<file path="src/rtl/snn_spike_classifier.sv">
// Integrates per-class spikes over a programmable window, then scans for the argmax class.
// Optional early exit on threshold crossing is enabled by defining SNN_CLS_EARLY_EXIT_EN.
module snn_spike_classifier #(
  parameter int OUTPUT_SIZE  = 10,
  parameter int CNT_WIDTH    = 8,
  parameter int WIN_WIDTH    = 16,
  parameter int EARLY_THRESH = 200
) (
  input  logic                           clk,
  input  logic                           rst,
  input  logic                           start,
  input  logic [WIN_WIDTH-1:0]           window_len,
  input  logic [OUTPUT_SIZE-1:0]         digit_spikes,
  output logic                           busy,
  output logic                           result_valid,
  input  logic                           result_ready,
  output logic [$clog2(OUTPUT_SIZE)-1:0] result_digit,
  output logic [CNT_WIDTH-1:0]           result_count,
  output logic                           result_tie
);

  localparam int IDX_W = $clog2(OUTPUT_SIZE);
  localparam logic [CNT_WIDTH-1:0] CNT_MAX  = '1;
  localparam logic [IDX_W-1:0]     LAST_IDX = IDX_W'(OUTPUT_SIZE - 1);
`ifdef SNN_CLS_EARLY_EXIT_EN
  localparam bit EARLY_EN = 1'b1;
`else
  localparam bit EARLY_EN = 1'b0;
`endif

  typedef enum logic [1:0] {IDLE, ACCUM, DECIDE, HOLD} state_t;

  state_t               state;
  logic [CNT_WIDTH-1:0] cnt      [OUTPUT_SIZE];
  logic [CNT_WIDTH-1:0] cnt_next [OUTPUT_SIZE];
  logic [WIN_WIDTH-1:0] n_len;
  logic [WIN_WIDTH-1:0] sample_cnt;
  logic [IDX_W-1:0]     scan_idx;
  logic [CNT_WIDTH-1:0] run_max;
  logic [IDX_W-1:0]     run_idx;
  logic                 run_tie;

  logic [CNT_WIDTH-1:0] scan_cnt;
  logic [CNT_WIDTH-1:0] max_next;
  logic [IDX_W-1:0]     idx_next;
  logic                 tie_next;
  logic                 crossed;
  logic                 early_exit;
  logic                 last_sample;

  // Saturating per-class increment; the threshold test looks at the post-update value.
  // NOTE: every always_comb output gets a default first so no latch is inferred.
  always_comb begin
    crossed = 1'b0;
    for (int i = 0; i < OUTPUT_SIZE; i++) begin
      cnt_next[i] = cnt[i];
      if (digit_spikes[i] && (cnt[i] != CNT_MAX)) cnt_next[i] = cnt[i] + 1'b1;
      if (int'(cnt_next[i]) >= EARLY_THRESH) crossed = 1'b1;
    end
  end

  assign early_exit  = EARLY_EN && crossed;
  assign last_sample = (sample_cnt == n_len - 1'b1);
  assign scan_cnt    = cnt[scan_idx];

  // Strictly-greater updates the winner, so on equal counts the lowest index stays.
  always_comb begin
    max_next = run_max;
    idx_next = run_idx;
    tie_next = run_tie;
    if (scan_idx == '0) begin
      max_next = scan_cnt;
      idx_next = '0;
      tie_next = 1'b0;
    end else if (scan_cnt > run_max) begin
      max_next = scan_cnt;
      idx_next = scan_idx;
      tie_next = 1'b0;
    end else if (scan_cnt == run_max) begin
      tie_next = 1'b1;
    end
  end

  // NOTE: sequential state uses non-blocking assignments only, so all registers update together.
  always_ff @(posedge clk) begin
    if (rst) begin
      // NOTE: the counter array is reset explicitly; a reset must discard any partial window.
      for (int i = 0; i < OUTPUT_SIZE; i++) cnt[i] <= '0;
      state        <= IDLE;
      n_len        <= '0;
      sample_cnt   <= '0;
      scan_idx     <= '0;
      run_max      <= '0;
      run_idx      <= '0;
      run_tie      <= 1'b0;
      busy         <= 1'b0;
      result_valid <= 1'b0;
      result_digit <= '0;
      result_count <= '0;
      result_tie   <= 1'b0;
    end else begin
      case (state)
        IDLE: begin
          if (start) begin
            for (int i = 0; i < OUTPUT_SIZE; i++) cnt[i] <= '0;
            sample_cnt <= '0;
            n_len      <= (window_len == '0) ? WIN_WIDTH'(1) : window_len;
            busy       <= 1'b1;
            state      <= ACCUM;
          end
        end
        ACCUM: begin
          cnt        <= cnt_next;
          sample_cnt <= sample_cnt + 1'b1;
          if (last_sample || early_exit) begin
            scan_idx <= '0;
            state    <= DECIDE;
          end
        end
        DECIDE: begin
          run_max  <= max_next;
          run_idx  <= idx_next;
          run_tie  <= tie_next;
          scan_idx <= scan_idx + 1'b1;
          if (scan_idx == LAST_IDX) begin
            result_digit <= idx_next;
            result_count <= max_next;
            result_tie   <= tie_next;
            result_valid <= 1'b1;
            state        <= HOLD;
          end
        end
        HOLD: begin
          if (result_ready) begin
            result_valid <= 1'b0;
            busy         <= 1'b0;
            state        <= IDLE;
          end
        end
        default: state <= IDLE;
      endcase
    end
  end

endmodule

</file>
<file path="config.mk">
export PLATFORM = sky130hd
export DESIGN_NAME = snn_spike_classifier
export DESIGN_NICKNAME = d
export VERILOG_FILES = /design/src/rtl/snn_spike_classifier.sv
export SDC_FILE = /design/constraint.sdc
export NUM_CORES = 1
export LEC_CHECK = 0
export CORE_MARGIN = 4
export CORE_UTILIZATION = 40
export CTS_BUF_LIST = sky130_fd_sc_hd__clkbuf_8
export CTS_CLUSTER_SIZE = 14
export DETAILED_ROUTE_END_ITERATION = 10
export HOLD_SLACK_MARGIN = 0.02
export PLACE_DENSITY = 0.56
export SLEW_MARGIN = 40
export SYNTH_ARGS = -nofsm -noshare
export SYNTH_HDL_FRONTEND = slang
export SYNTH_SLANG_ARGS = --single-unit
</file>
<file path="constraint.sdc">
create_clock -name clk -period 5.09 [get_ports clk]
set_input_delay 1.2725 -clock clk [delete_from_list [all_inputs] [get_ports clk]]
set_output_delay 1.2725 -clock clk [all_outputs]
set_load 0.02 [all_outputs]
</file>
==> metrics <==
status finished clean; synthesized area 0.00815 sq mm; Flop pwr share 0.391; pin count of the biggest net entering global routing 73; reg2reg end result_digit[2]; Syn Area/Cell about 8.1 sq um; Crit path required time 5.43 ns; Ys Warns 0; CTS Buf Count 17; crit-path max cell delay 0.72 ns; Area contributors post-synth dfxtp_1 36%, nand2_1 8.8%, xor2_1 4.6%; endpoints failing setup 0; Min Hold Slack 0.482 ns; core area 0.0197 sq mm; Critical Path AT around 4.2 ns; Root Buffer clkbuf_8; CTS Buffer Depth 2; clock skew 0.0168 ns; switch share 0.380; 1st-pass router iterations 7; hold_buf cts 0; r2r setup slk 1.25 ns; min Tclk post-route approximately 3.8 ns; first-pass GRT wire length 35400 microns; Slew Limit Fails 0; layout cells sized above 1 0.0877; Final #Nets 1082; area delta synth->final 13.0%; fmax ~0.26 GHz; Worst R2R Start scan_idx[0]; period utilisation layout 0.754; number of global-route vias before repair 6851; DRC Markers 0; worst r2r path cells 12; crit end category register; Port Buf Inserts 44; final hold violation count 0; initial antenna violation count 0; clk_lat worst skew 0.46 ns; clock transition at the registers of the reported paths 0.08 ns; register area 0.00292 sq mm; pwr/cell area 359 mW/mm^2; synth unique cells 66; synthesized instance count 1003; GRT overflow 0; Antenna Cells 0; CTS tree done; Final HPWL DP 15300 microns; Rows slightly above 50; asr flop ratio synth 0; Internal 2.05 mW; CP endpoint result_digit[2]; TNS Setup 0 ns; clk sinks 146; Rel. slew slack 0.522; Synth Register Bits about 150; Post-synth EDFFs 0; crit start category register; initial core utilization 0.413; Yosys top cell by area dfxtp_1; fillers just under 2000; Total GRT Usage 0.196; Max Cap Violations 0; top-count cell post-synth nand2_1; Clock Power Share 0.286; area occupied by multi-input gates just under 0.005 sq mm; unrepaired setup endpoints after global routing false; Resized Gates After CTS 0; post-synthesis sequential area ratio 0.359; Vias 7180; top post-synthesis cells by count 190 x nand2_1, 146 x dfxtp_1, 94 x nor2_1, 69 x a21oi_1, 47 x nand3_1; Avg WL per Cell approximately 17 microns; H-Tree Depth 4; Final Wtd Congestion 0.827; Final ANT Viol Nets 0; drt first-iter violations 608; Critical-path top delay cell dfxtp_1; peak supply drop 182 uV; main flop type after synthesis dfxtp_1; Setup CP Type register to register; DRT Wirelength 21500 microns; die extent in y 151 microns; Psw 1.26 mW; io pins 45; CP cell instances buf_4 -> mux4_2 -> mux2i_1 -> o22ai_1 -> ha_1 -> o21a_1 -> o21a_1 -> o21bai_1 -> a21oi_2 -> buf_4 -> nor3_1 -> a2111oi_0; Min-Delay Path Class register to register; Worst Path Max Fanout 13; Pleak 3.14 nW; Combinational Power Share 0.323; die width 151 microns; CP startpoint scan_idx[0]; detail-routed via count per cell 5.51; measured slew at the worst slew-check pin 0.716 ns; post-synth top area share 0.359; post-synth net total 1060; Die Footprint 0.0227 sq mm; Post-CTS Setup Bufs 0
-- cells by family after synthesis --
kind of cell	after synthesis	synth area share
XOR/XNOR	61	0.0656
multiplexers	49	0.0858
flip-flops	146	0.359
AND/OR/NAND/NOR	474	0.275
adder cells (fa/ha/maj)	27	0.0415
AO/OA/AOI/OAI	162	0.133
buffers and inverters	84	0.0411
-- registers in the layout, summed over array words and instances, names as in the netlist --
signal	flops
scan_idx	4
run_idx	4
result_digit	4
sample_cnt	16
busy	1
state	2
run_max	8
result_valid	1
cnt	80
result_count	8
n_len	16
run_tie	1
result_tie	1
-- worst max-delay path, delay by kind of cell, from the launching register on --
kind	cells	cell delay, ns
adder cells (fa/ha/maj)	1	0.36
AND/OR/NAND/NOR	1	0.05
buffers and inverters	2	0.52
AO/OA/AOI/OAI	6	1.29
multiplexers	2	0.77
flip-flops	1	0.72
-- metal layers --
metal	wire [microns]	global-route usage	vias up
met4	374	0.0635	0
met1	10200	0.270	3381
met5	0	0	-
met2	9820	0.311	166
li1	-	-	3602
met3	1100	0.0352	31
-- power by group through the flow --
stage | Sequential [mW] | Combinational (mW) | Clock, mW
6_report | 1.29 | 1.07 | 0.945
2_1_floorplan | 1.28 | 0.821 | 0
4_1_cts | 1.29 | 1.08 | 0.975
3_3_place_gp | 1.32 | 1.07 | 0
3_5_place_dp | 1.32 | 1.07 | 0
5_1_grt | 1.30 | 1.20 | 1.02
-- metrics by stage --
step           std cells  total power, mW  worst slack [ns]  cell area [sq um]  utilization
2_1_floorplan       1003             2.10              1.54               8150            -
3_3_place_gp        1271             2.38              1.14               8790        0.446
3_5_place_dp        1271             2.39              1.05               8800        0.446
4_1_cts             1303             3.34              1.01               9200        0.466
5_1_grt             1303             3.52             0.918               9210        0.467
6_report            1303             3.31              1.25               9210        0.467
-- placed cells by master, fill, tap and decap left out, types with 4 or more instances in the layout --
cell	n
nand3_1	47
nor2_1	94
o21a_1	6
clkinvlp_4	4
a31oi_1	5
a21oi_1	67
nor3_1	11
ha_1	26
o21ai_0	15
mux4_2	16
nand4_1	25
and2_1	5
or3_1	32
nor4_1	13
o311ai_0	9
dfxtp_1	146
o2111ai_1	7
o32ai_1	7
xnor2_1	18
o22ai_1	7
xor2_1	43
and3_1	9
clkdlybuf4s50_1	43
o211ai_1	10
nand2b_1	11
or2_2	15
nand2_1	189
nor2b_1	4
mux2_2	7
mux2i_1	26
inv_1	34
buf_4	11
clkbuf_8	17
-- area by class of cell --
cell class,instances,share of cell area
sequential,146,0.318
clock buffer,17,0.0254
multi-input combinational,773,0.533
timing repair buffer,56,0.0575
clock inverter,15,0.0182
tap,265,0.0360
inverter,31,0.0126
-- worst min path at each step --
stage	to	slack (ns)	cells after the start	from
floorplan	n_len[15]	0.45	2	n_len[15]
global placement	run_idx[1]	0.46	2	run_idx[1]
detailed placement	run_idx[0]	0.47	2	run_idx[0]
CTS	run_idx[0]	0.49	2	run_idx[0]
global route	run_idx[1]	0.52	2	run_idx[1]
finish	run_idx[0]	0.48	2	run_idx[0]
(Power assumes the default switching activity.)
